--- config.mk ---
export PLATFORM = sky130hd
export DESIGN_NAME = wrr_lock_arbiter
export DESIGN_NICKNAME = d
export VERILOG_FILES = /design/src/rtl/wrr_lock_arbiter.sv
export SDC_FILE = /design/constraint.sdc
export NUM_CORES = 1
export LEC_CHECK = 0
export BUFFER_PORTS_ARGS = -buffer_cell sky130_fd_sc_hd__buf_4
export CORE_MARGIN = 2
export CORE_UTILIZATION = 40
export CTS_BUF_LIST = sky130_fd_sc_hd__clkbuf_4 sky130_fd_sc_hd__clkbuf_8
export CTS_CLUSTER_SIZE = 20
export DETAILED_ROUTE_END_ITERATION = 7
export PLACE_DENSITY = 0.62
export SKIP_LAST_GASP = 1
export SYNTH_ARGS = -nofsm -noshare
export SYNTH_HDL_FRONTEND = slang
export SYNTH_SLANG_ARGS = --single-unit
--- constraint.sdc ---
create_clock -name clk -period 4.9 [get_ports clk]
set_clock_uncertainty 0.1 [all_clocks]
set_input_delay 0.245 -clock clk [delete_from_list [all_inputs] [get_ports clk]]
set_output_delay 0.245 -clock clk [all_outputs]
set_load 0.005 [all_outputs]
--- src/rtl/wrr_lock_arbiter.sv ---
// wrr_lock_arbiter
//   Weighted round-robin arbiter with packet lock. Each requester holds a
//   credit counter that is refilled from its weight once no requester that
//   is asking still has credit. A grant is held from selection until the
//   tail flit of the packet is accepted downstream.
//
// Ports
//   clk          rising-edge clock
//   rst_n        asynchronous active-low reset
//   req[N]       per-requester request, held for the whole packet
//   last[N]      per-requester tail-flit marker, qualified by a transfer
//   weight[N*WW] packed weights, requester i at [i*WW +: WW]
//   ready        downstream accepts the current flit
//   grant[N]     registered one-hot grant, zero when no grant is held
//   grant_valid  grant held (state LOCKED)
//   grant_idx    binary index of the granted requester, 0 when idle
//
// state  | meaning
// IDLE   | no grant; select next eligible requester or refill credits
// LOCKED | grant held until the granted packet's tail flit transfers

module wrr_lock_arbiter #(
  parameter int N  = 8,
  parameter int WW = 4
) (
  input  logic                 clk,
  input  logic                 rst_n,
  input  logic [N-1:0]         req,
  input  logic [N-1:0]         last,
  input  logic [N*WW-1:0]      weight,
  input  logic                 ready,
  output logic [N-1:0]         grant,
  output logic                 grant_valid,
  output logic [$clog2(N)-1:0] grant_idx
);

  localparam int IW = $clog2(N);

  typedef enum logic {
    IDLE   = 1'b0,
    LOCKED = 1'b1
  } state_t;

  state_t          state, state_nxt;
  logic [N-1:0]    grant_nxt;
  logic [IW-1:0]   grant_idx_nxt;
  logic [IW-1:0]   ptr, ptr_nxt;
  logic [WW-1:0]   credit     [N];
  logic [WW-1:0]   credit_nxt [N];
  logic [N-1:0]    eligible;
  logic            sel_found;
  logic [IW-1:0]   sel_idx;
  logic            pkt_end;
  logic [WW-1:0]   credit_dec;
  logic [IW-1:0]   idx_wrap;

  assign grant_valid = (state == LOCKED);
  assign pkt_end     = grant_valid & ready & last[grant_idx];

  always_comb begin
    for (int i = 0; i < N; i++) begin
      eligible[i] = req[i] & (credit[i] != '0);
    end
  end

  // First eligible requester scanning ptr, ptr+1, ... modulo N.
  always_comb begin
    int pos;
    pos       = 0;
    sel_found = 1'b0;
    sel_idx   = '0;
    for (int k = 0; k < N; k++) begin
      pos = int'(ptr) + k;
      if (pos >= N) pos = pos - N;
      if (!sel_found && eligible[pos]) begin
        sel_found = 1'b1;
        sel_idx   = IW'(pos);
      end
    end
  end

  // Saturating decrement of the granted requester's credit.
  assign credit_dec = (credit[grant_idx] != '0) ? credit[grant_idx] - WW'(1) : '0;
  assign idx_wrap   = (grant_idx == IW'(N - 1)) ? '0 : grant_idx + IW'(1);

  always_comb begin
    state_nxt     = state;
    grant_nxt     = grant;
    grant_idx_nxt = grant_idx;
    ptr_nxt       = ptr;
    for (int i = 0; i < N; i++) begin
      credit_nxt[i] = credit[i];
    end

    case (state)
      IDLE: begin
        if (req != '0) begin
          if (sel_found) begin
            state_nxt     = LOCKED;
            grant_nxt     = {{(N-1){1'b0}}, 1'b1} << sel_idx;
            grant_idx_nxt = sel_idx;
          end else begin
            // Nobody asking has credit left: refill all, zero weight acts as 1.
            for (int i = 0; i < N; i++) begin
              credit_nxt[i] = (weight[i*WW +: WW] == '0) ? WW'(1) : weight[i*WW +: WW];
            end
          end
        end
      end
      LOCKED: begin
        if (pkt_end) begin
          state_nxt             = IDLE;
          grant_nxt             = '0;
          grant_idx_nxt         = '0;
          credit_nxt[grant_idx] = credit_dec;
          // Stay on this requester while it has credit, otherwise move on.
          ptr_nxt               = (credit_dec == '0) ? idx_wrap : grant_idx;
        end
      end
      default: begin
        state_nxt     = IDLE;
        grant_nxt     = '0;
        grant_idx_nxt = '0;
      end
    endcase
  end

  always_ff @(posedge clk or negedge rst_n) begin
    if (!rst_n) begin
      state     <= IDLE;
      grant     <= '0;
      grant_idx <= '0;
      ptr       <= '0;
      for (int i = 0; i < N; i++) begin
        credit[i] <= '0;
      end
    end else begin
      state     <= state_nxt;
      grant     <= grant_nxt;
      grant_idx <= grant_idx_nxt;
      ptr       <= ptr_nxt;
      for (int i = 0; i < N; i++) begin
        credit[i] <= credit_nxt[i];
      end
    end
  end

endmodule

==> out/results.txt, run 1 <==
The via count of the first global-routing pass was 3543; the count of synthesis-stage warnings from yosys was 0. The logs give 63 for the number of top-level pins and 0 for the post-CTS setup buffer count. The minimum clock period after layout works out to 3.83 ns. The path type of the worst setup path was flop to flop. In the synthesized netlist the dominant register cell turns out to be dfrtp_1. For this block, the initial DRC count from the detailed router was 266.

The number of max-cap violations was 0; the pin count of the biggest net entering global routing was 79. Using the TritonRoute via totals, the vias-per-cell ratio works out to 6.23. The share of layout cells above drive strength 1 was 26.4%; the per-cell routed wire length was 19.8 um. The number of sinks handled by clock tree synthesis is 47.

For the number of placement rows, the log shows 36. For this block, the routed nets add up to 11800 um of wire. The worst path required time came out at 5.04 ns.

The synthesized netlist occupies a cell area of 3920 um^2. The first global-routing pass estimated 19000 um of wire. Summed over its instances, the top area cell type makes up 30.0% of the synthesized netlist area.

The logs give 3.97 ns for the endpoint arrival time on the critical path and 0.879 for the routability congestion estimate from global placement. The all-layer global routing usage came out at 23.2%. Setup total negative slack on the finished layout was measured at 0 ns. The net count of the finished layout is 516.

The tools report the post-cts repair resize count as 0. The path class of the tightest hold or removal check is input pin to flop. For the instance area after placement, the log shows 4480 um^2. Period utilization: 78.2%. After routing the design area is 4610 um^2.

The maximum clock rate is 261 MHz. The floorplan step defined a core boundary enclosing 9640 um^2. The origin of the critical flop-to-flop path was credit[12].

Counting tap cells, the placed design contains a total of 586 instances. In the final layout, the multi-input gates occupy 2560 um^2. 0 antenna diodes ended up in the layout.

The tools report the startpoint kind of the worst setup timing path as a flop. The netlist uses 66 different library cells. The library cell used as clock root buffer is clkbuf_8. The area enclosed by the die boundary is 10600 um^2, and the final count of hold timing violations is 0. The combined flip-flop and latch cell area was 1180 um^2; the worst-case clock buffer depth was 2.

The synthesized design contains 0 enable-type register cells. TritonCTS built the clock tree. The cell count after synthesis came out at 411. When the netlist entered floorplanning its net count stood at 466. For the maximum ir drop on the vdd rail, the log shows 0.000350 V.

Source of the critical timing path: credit[12]. The dominant cell type by area after synthesis is dfrtp_1. For the filler cell count, the log shows 941. The H-tree was split into 2 levels. The element type at the critical path end is a flop. For this design the static power due to leakage is 1.79 nW. At the pin with the least slew margin, the transition time is 0.890 ns.

Setup repair after global routing left no endpoint under its margin. The flow ran to the end, and the final reports show no timing, DRC or antenna violations. Ranked by total cell area, the synthesized netlist is headed by dfrtp_1, mux4_2, o22a_1, a31oi_1, mux2i_1. For this run, asynchronously set or reset flops after synthesis account for 100%. The run gives 0 as the number of antenna violations at the first check in global routing. The effective utilization at floorplan came out at 40.6%.

The normalized max-slew margin came out at 40.6%. For the max-slew violation total from the final report, the log shows 0. The final global-route overflow total was 0.

After synthesis, flip-flops and latches occupy 30.0% of the total area. Clock-pin slew was measured on the worst setup and hold paths at 0.09 ns. DRC violation count after routing: 0. Across all layers, the routed design uses 3709 vias. The synthesis-stage register bit count was 47; the hold-fix buffer count after cts was 1. The die is 103 um wide. Setup violations remaining at the end of the flow were counted as 0. The area overhead of the layout relative to synthesis was 17.8%; the vertical extent of the die was 103 um. The pre-antenna-repair detailed-routing pass consisted of 5 iterations.

The number of nets with antenna violations after detailed routing is 0. Detailed placement finished with a half-perimeter wire length of 8820 um. Averaged over all synthesized cells, the footprint is 9.53 um^2. The power per standard cell area was 789 nW/um^2. The worst hold path begins at weight[22]. At the later pin of the worst-skew pair, clock insertion delay measures 0.31 ns. The number of CTS-inserted buffers was 5. Input and output buffers added on the ports amount to 62. After the flow finishes, the layout carries non-filler instances totaling 595. The largest fanout on the critical path works out to 40.
stage by stage:
stage	hold slack [ns]	setup WS, ns	util [%]	total power [W]
floorplan	-0.151	1.36	-	0.00264
global placement	0.181	1.33	46.5	0.00326
detailed placement	0.193	1.26	46.5	0.00330
CTS	0.256	1.21	47.9	0.00362
global route	0.268	0.900	47.9	0.00392
finish	0.256	1.07	47.9	0.00364
critical path: stages, from the launching register on:
cell,delay (ns)
dfrtp_1,0.44
o41ai_1,0.50
buf_4,0.23
nor2_1,0.06
a2111oi_0,0.82
o22a_1,0.42
a41oi_4,0.23
a211o_4,0.52
a21oi_2,0.27
o22a_1,0.17
path summary, 6_finish.rpt:
kind	endpoint	slack [ns]	depth (start not counted)
max	credit[26]	1.07	9
min	credit[10]	0.26	4
max reg2reg	credit[26]	1.07	9
min reg2reg	grant[5]	0.39	2
max in group asynchronous	grant_valid	3.87	2
min in group asynchronous	credit[11]	0.38	2
registers in the layout, indices dropped and copies added, names as in the netlist:
| name | count |
|---|---|
| grant_idx | 3 |
| grant | 8 |
| credit | 32 |
| grant_valid | 1 |
| ptr | 3 |
cell usage in the layout, fill, tap and decap left out, drive strengths merged, types with 8 or more instances in the layout:
master   n
a21oi   14
nor3    21
nand2   21
buf     72
dfrtp   47
a31oi   35
o41ai    8
a22oi   13
nor2    45
nand3   12
mux2i   18
mux4    13
o31ai    8
inv     12
o22a    33
final cells by class:
class                           count  share of cell area [%]
Multi-Input combinational cell    323                    55.4
Sequential cell                    47                    25.5
Timing Repair Buffer               73                    11.9
Tap cell                          133                    3.61
Clock buffer                        6                    1.79
Inverter                           11                   0.895
Clock inverter                      2                   0.841
routing by layer:
metal  vias up  GRT usage, %  wire [um]
met5         -             0          0
met4         0          5.97        166
met3        12          3.32        560
met2       121          38.6       5730
met1      1840          32.0       5290
li1       1736             -          -
logic make-up (layout without fill, tap and decap cells):
logic type               Yosys count  count (layout)  synth area share, %
flip-flops                        47              47                 30.0
buffers and inverters             41              92                 4.66
multiplexers                      36              36                 13.5
AO/OA/AOI/OAI                    145             145                 32.0
AND/OR/NAND/NOR                  134             134                 17.6
XOR/XNOR                           4               4                0.895
adder cells (fa/ha/maj)            4               4                 1.28
power by group:
part | switching, W | internal, W | total (W)
sequential | 0.000287 | 0.000572 | 0.000858
clock | 0.000143 | 0.000168 | 0.000311
combinational | 0.00142 | 0.00105 | 0.00247
synthesized netlist by cell type (6+ instances only):
master / n
a22oi_1: 13
a21oi_4: 6
a31oi_1: 35
o31ai_1: 8
a21oi_1: 6
o22a_1: 33
nor3_1: 21
nor2_1: 45
clkbuf_1: 18
inv_1: 10
mux2i_1: 18
nand2_1: 21
dfrtp_1: 47
mux4_2: 13
nand3_1: 12
Power figures use the tool's default switching activity.
==> run 2, diff against run 1 <==
==> constraint.sdc (replaced) <==
create_clock -name clk -period 3.95 [get_ports clk]
set_clock_uncertainty 0.1 [all_clocks]
set_input_delay 0.1975 -clock clk [delete_from_list [all_inputs] [get_ports clk]]
set_output_delay 0.1975 -clock clk [all_outputs]
set_load 0.005 [all_outputs]
==> run 2 against run 1 <==
Against the previous run: global-route usage up 0.35 points; die area unchanged; clock power down 4%; sequential power up 24%; utilization about the same; first-iteration DRC count down 9.0%; combinational power up 26%; routed wire length up 1.3%; fmax up 5.2%; cell area about the same; total power up 23%; critical path depth down 1; critical path type unchanged; critical endpoint is now credit[30]; largest power group unchanged; highest routed layer unchanged.
==> out/results.txt, run 2 (same netlist as run 1, synthesis figures left out) <==
The flow ran to the end, and the final reports show no timing, DRC or antenna violations. The tools report the endpoint arrival time on the critical path as 3.78 ns (-0.19 ns). The area overhead of the layout relative to synthesis is 17.9% (about the same), and the number of top-level pins is 63 (unchanged). The tools report the maximum clock rate as 275 MHz (+5.2%). The worst setup path is of the flop to flop kind. For the worst-case clock buffer depth, the log shows 2 (unchanged). In the layout the commonest cells are buf_4, dfrtp_1, nor2_1.

The signal on the critical path passes through o41ai_1, nor3_1, nor4b_1, o22a_1, a41oi_4, a211o_4, a21oi_2, o22a_1. The worst hold slack after final layout came out at 0.205 ns (-0.0512 ns). The static leakage came out at 1.80 nW (+0.60%). In the final layout, the registers with the most flip-flops are credit x32, grant x8. The power per standard cell area works out to 970 nW/um^2 (+23%). STA classifies the critical path startpoint as a flop. The sum of negative setup slack is 0 ns (unchanged). The effective utilization at floorplan is 40.6% (unchanged), and the post-route non-filler standard cell count is 600 (+0.84%). First-pass GRT wire length: 19400 um (+1.8%).

The post-detailed-route via-to-cell ratio is 6.34 (+1.6%), and the total iterations of the first detailed-routing run is 5 (unchanged). The cell that appears most often on the critical path is o22a_1. The reg2reg setup slack is 0.31 ns (-0.76 ns). The run gives 921 (-2.1%) as the filler cell count. The final count of hold timing violations was 0 (unchanged); the floorplan core area was 9640 um^2 (unchanged). For the total wirelength of the detailed-routed design, the log shows 11900 um (+1.3%).

The run gives 242 (-9.0%) as the initial detailed-routing violation count. The antenna cell count was 0 (unchanged). The width of the die is 103 um (unchanged), and the actual slew at the worst max-slew pin is 0.831 ns (-0.0597 ns).

The number of port buffers works out to 62 (unchanged). The count of H-tree levels built during CTS was 2 (unchanged); the share of layout cells above drive strength 1 was 27.2% (+0.79 points). On the critical path the largest part of the delay comes from compound AO/OA/AOI/OAI gates. The vertical extent of the die came out at 103 um (unchanged).

The final global-route overflow total was 0 (unchanged); the area enclosed by the die boundary was 10600 um^2 (unchanged). The cell sitting at the root of the clock tree is a clkbuf_8. On the critical path, the stage with the largest delay is an instance of o41ai_1. The logs give 3636 (+2.6%) for the via count of the first global-routing pass and 0 (unchanged) for the number of nets with antenna violations after detailed routing.

The class of the worst hold path was input pin to flop. The total buffers and inverters traversed by the critical path was 0 (-1); the per-cell routed wire length was 19.8 um (+0.47%). The element type at the critical path end is a flop. The run gives 3801 (+2.5%) as the detailed-route via count. The count of nets after finishing was 521 (+0.97%). The post-CTS setup buffer count was 0 (unchanged); the instance count after placement with tap cells included was 591 (+0.85%). The number of CTS-inserted buffers was 5 (unchanged).

The DRC violation count after routing is 0 (unchanged). The clock input transition at the sequential cells of the worst setup and hold paths came out at 0.09 ns (about the same). For the maximum ir drop on the vdd rail, the log shows 0.000383 V (+9.3%).

The tools report the half-perimeter wire length after placement as 9000 um (+2.0%). All-layer global routing usage: 23.6% (+0.35 points). TritonCTS built the clock tree. Register with the most flip-flops: credit.

For the number of placement rows, the log shows 36 (unchanged). The max-slew violation total from the final report was 0 (unchanged). Period utilization: 92.2% (+14 points). Normalized max-slew margin: 43.9% (+3.3 points). The number of antenna violations at the first check in global routing came out at 0 (unchanged). The run gives 78 (-1.3%) as the pin count of the biggest net entering global routing. Setup repair after global routing left no endpoint under its margin.

The largest incremental delay on the critical path was 0.81 ns (about the same); the routability congestion estimate from global placement was 0.915 (+4.1%). The number of failing setup endpoints in the final timing report was 0 (unchanged); the minimum clock period after layout was 3.64 ns (-0.190 ns). The flip-flop count of the largest register after layout came out at 32 (unchanged). The most common cell after layout, fill and taps aside was buf_4. The number of sinks handled by clock tree synthesis was 47 (unchanged); the worst path required time was 4.09 ns (-0.95 ns). The largest fanout on the critical path is 40 (unchanged), and the clock latency reported for the late side of the worst-skew pair is 0.31 ns (about the same). Number of max-cap violations: 0 (unchanged).
run 2: changes by cell type in the layout (fill, tap and decap cells not counted), sizes merged:
cell,previous run,this run
buf,72,77
bufinv,1,0
clkbuf,6,5
clkinv,0,2
run 2: worst min-delay path, cell delays in order:
cell and delay, ns:
buf_4 0.08, nor2_1 0.03, a31oi_1 0.13, o22a_1 0.14
run 2: path summary, 6_finish.rpt:
path / startpoint / endpoint / cells past startpoint
worst max register to register: credit[8] / credit[30] / 8
worst min-delay path: weight[13] / credit[17] / 4
max in group asynchronous: rst_n / grant_valid / 2
min in group asynchronous: rst_n / credit[2] / 2
worst max-delay path: credit[8] / credit[30] / 8
worst min register to register: grant[0] / grant[0] / 2
run 2: layer usage:
| metal | global-route usage (%) | wire [um] |
|---|---|---|
| met1 | 32.2 | 4980 |
| met2 | 39.3 | 5870 |
| met5 | 0 | 0 |
| met3 | 3.05 | 851 |
| met4 | 6.88 | 200 |
run 2: what timing repair did:
action                                  CTS  global route
hold endpoints to repair                 47             0
endpoints found under the setup margin    0             0
hold buffers                              1             0
resized for setup                         0             0
run 2: final cells by class:
class	instances	area, um^2	area share [%]
multi-input combinational	323	2560	55.4
sequential	47	1180	25.5
timing repair buffer	78	588	12.7
tap	133	166	3.60
clock buffer	5	68.8	1.49
inverter	11	41.3	0.894
clock inverter	3	18.8	0.406
run 2: per-stage QoR:
step	worst slack [ns]	power, W	util, %	area [um^2]
2_1_floorplan	0.407	0.00328	-	3920
3_3_place_gp	0.509	0.00412	46.9	4520
3_5_place_dp	0.470	0.00415	46.9	4520
4_1_cts	0.408	0.00446	47.9	4620
5_1_grt	0.0544	0.00480	47.9	4620
6_report	0.309	0.00448	47.9	4620
run 2: report_power, final:
| group | switching (W) | internal [W] | leakage, nW |
|---|---|---|---|
| registers | 0.000346 | 0.000710 | 0.545 |
| logic | 0.00180 | 0.00132 | 1.20 |
| clock network | 0.000175 | 0.000125 | 0.0483 |
| total | 0.00233 | 0.00215 | 1.80 |
==> run 3, diff against run 2 <==
==> constraint.sdc (replaced) <==
create_clock -name clk -period 3.95 [get_ports clk]
set_clock_uncertainty 0.1 [all_clocks]
set_input_delay 0.395 -clock clk [delete_from_list [all_inputs] [get_ports clk]]
set_output_delay 0.395 -clock clk [all_outputs]
set_load 0.005 [all_outputs]
==> run 3 against run 2 <==
Against the previous run: the run now ends with hold timing left; hold slack worse by 0.23 ns; cell area decreased by 0.22%; largest cell class unchanged; sequential share of layout area up 0.055 points; global-route usage hardly changed; total power down 0.20%; combinational power barely moved; fmax grew 0.25%; routed wire length decreased by 0.55%; clock power hardly changed; count of clock-buffer cells in the layout unchanged.
==> out/results.txt, run 3 (same netlist as run 1, synthesis figures left out) <==
The number of max-cap violations came out at 0 (unchanged). Number of failing setup endpoints in the final timing report: 0 (unchanged). The worst hold slack after final layout came out at -0.0299 ns (-0.234 ns).

Setup repair after global routing left no endpoint under its margin. The first-pass GRT wire length came out at 19300 um (about the same). The library cells used most frequently in the layout, excluding fill and tap cells, are buf_4, dfrtp_1, nor2_1. The number of CTS-inserted buffers was 5 (unchanged). The logs give 4610 um^2 (-0.22%) for the cell area after layout and 4520 um^2 (unchanged) for the instance area after placement.

The library cell used most frequently in the layout, excluding fill and tap cells, is buf_4. The flip-flop count of the largest register after layout is 32 (unchanged). The number of sinks handled by clock tree synthesis came out at 47 (unchanged). For the endpoint arrival time on the critical path, the log shows 3.78 ns (about the same). The run gives 0.915 (unchanged) as the routability congestion estimate from global placement.

The number of nets with antenna violations after detailed routing is 0 (unchanged), and the all-layer global routing usage is 23.6% (about the same). The tools report the count of nets after finishing as 520 (-0.19%). The min-delay analysis places its worst path in the category input pin to asynchronous set/reset pin. Final global-route overflow total: 0 (unchanged).

The largest fanout on the critical path is 40 (unchanged). The tree is rooted in a clkbuf_8. The half-perimeter wire length after placement was 9000 um (unchanged). The width of the die came out at 103 um (unchanged).

The effective utilization at floorplan came out at 40.6% (unchanged). The largest registers in the layout are credit x32, grant x8. The maximum ir drop on the vdd rail is 0.000382 V (-0.28%). The minimum clock period after layout works out to 3.63 ns (-0.00895 ns). The flow ran to the end, but the final reports show violations. The number of antenna violations at the first check in global routing was 0 (unchanged). The period utilization was 92.0% (-0.23 points). The final reports fail on hold timing. Via count of the first global-routing pass: 3630 (-0.17%). Post-cts repair resize count: 0 (unchanged).

Normalized max-slew margin: 41.9% (-2.0 points). Number of placement rows: 36 (unchanged). TritonCTS built the clock tree. The initial detailed-routing violation count is 243 (+0.41%).

The number of top-level pins was 63 (unchanged); the antenna cell count was 0 (unchanged). The worst-case clock buffer depth was 2 (unchanged). The floorplan core area is 9640 um^2 (unchanged).

The vertical extent of the die is 103 um (unchanged). The highest metal layer with signal wires was met4. The power per standard cell area was 970 nW/um^2 (about the same); the hold-fix buffer count after cts was 0 (-1).

The clock input transition at the sequential cells of the worst setup and hold paths works out to 0.09 ns (about the same). The worst path required time is 4.09 ns (about the same). The number of port buffers was 62 (unchanged).

The post-detailed-route via-to-cell ratio was 6.31 (-0.39%). Met2 wirelength from detailed routing: 5820 um (-0.94%). The pin count of the biggest net entering global routing is 78 (unchanged), and the sum of negative setup slack is 0 ns (unchanged). The count of H-tree levels built during CTS was 2 (unchanged); the area overhead of the layout relative to synthesis was 17.7%. The post-CTS setup buffer count is 0 (unchanged), and the share of layout cells above drive strength 1 is 27.3% (+0.058 points). Actual slew at the worst max-slew pin: 0.871 ns (+0.0407 ns). The path type of the worst setup path was flop to flop. The total wirelength of the detailed-routed design was 11800 um (-0.55%); the met1 wire length was 4850 um (-2.7%).

The per-cell routed wire length works out to 19.8 um (-0.38%). The maximum clock rate was 275 MHz (+0.25%); the max-slew violation total from the final report was 0 (unchanged). The tools report the static leakage as 1.79 nW (-0.23%). The tools report the DRC violation count after routing as 0 (unchanged).

The area enclosed by the die boundary was 10600 um^2 (unchanged); the final count of hold timing violations was 18 (+18). The startpoint kind of the worst setup timing path was a flop. The logs give 0.31 ns (about the same) for the clock latency reported for the late side of the worst-skew pair and 3780 (-0.55%) for the detailed-route via count. The wire length on met3 came out at 923 um (+8.5%). The register with the most flip-flops is credit. The total iterations of the first detailed-routing run came out at 5 (unchanged).

STA classifies the critical path endpoint as a flop.
[run 3: metrics by stage]
| stage | util (%) | total power [W] | hold WS [ns] | setup slack [ns] | std cells |
|---|---|---|---|---|---|
| 5_1_grt | 47.8 | 0.00480 | 0.0284 | 0.0544 | 599 |
| 3_3_place_gp | 46.9 | 0.00412 | 0.332 | 0.509 | 591 |
| 2_1_floorplan | - | 0.00328 | -0.000591 | 0.407 | 411 |
| 6_report | 47.8 | 0.00447 | -0.0299 | 0.317 | 599 |
| 3_5_place_dp | 46.9 | 0.00415 | 0.345 | 0.470 | 591 |
| 4_1_cts | 47.8 | 0.00446 | 0.00859 | 0.408 | 599 |
[run 3: layer usage]
layer  track usage (%)  up-vias
met2              39.3      180
met1              32.2     1841
met5                 0        -
met3              3.05       19
li1                  -     1740
met4              6.88        0
[run 3: cell type report]
type,count,area (um^2)
fillers,919,5030
well taps,133,166
inverters,11,41.3
multi-input cells,323,2560
repair buffers,77,578
clock buffers,5,68.8
clock inverters,3,18.8
flip-flops and latches,47,1180
[run 3: worst paths after layout]
path                       startpoint     endpoint  slack, ns  depth (start not counted)
hold reg to reg              grant[0]     grant[0]       0.39                          2
setup reg to reg            credit[8]   credit[30]       0.32                          8
setup / recovery            credit[8]   credit[30]       0.32                          8
max in group asynchronous       rst_n  grant_valid       3.32                          1
min in group clk             grant[0]     grant[0]       0.39                          2
hold / removal                  rst_n    credit[2]      -0.03                          1
[run 3: report_power, final]
group          switching (W)  leakage, nW  internal (W)  total [W]
combinational        0.00180         1.20       0.00132    0.00311
clock               0.000175       0.0483      0.000125   0.000300
sequential          0.000346        0.545      0.000710    0.00106
total                0.00232         1.79       0.00215    0.00447
[run 3: worst max-delay path: stages (launching register included)]
cell     delay [ns]
dfrtp_1        0.45
o41ai_1        0.80
nor3_1         0.15
nor4b_1        0.47
o22a_1         0.40
a41oi_4        0.23
a211o_4        0.53
a21oi_2        0.26
o22a_1         0.17
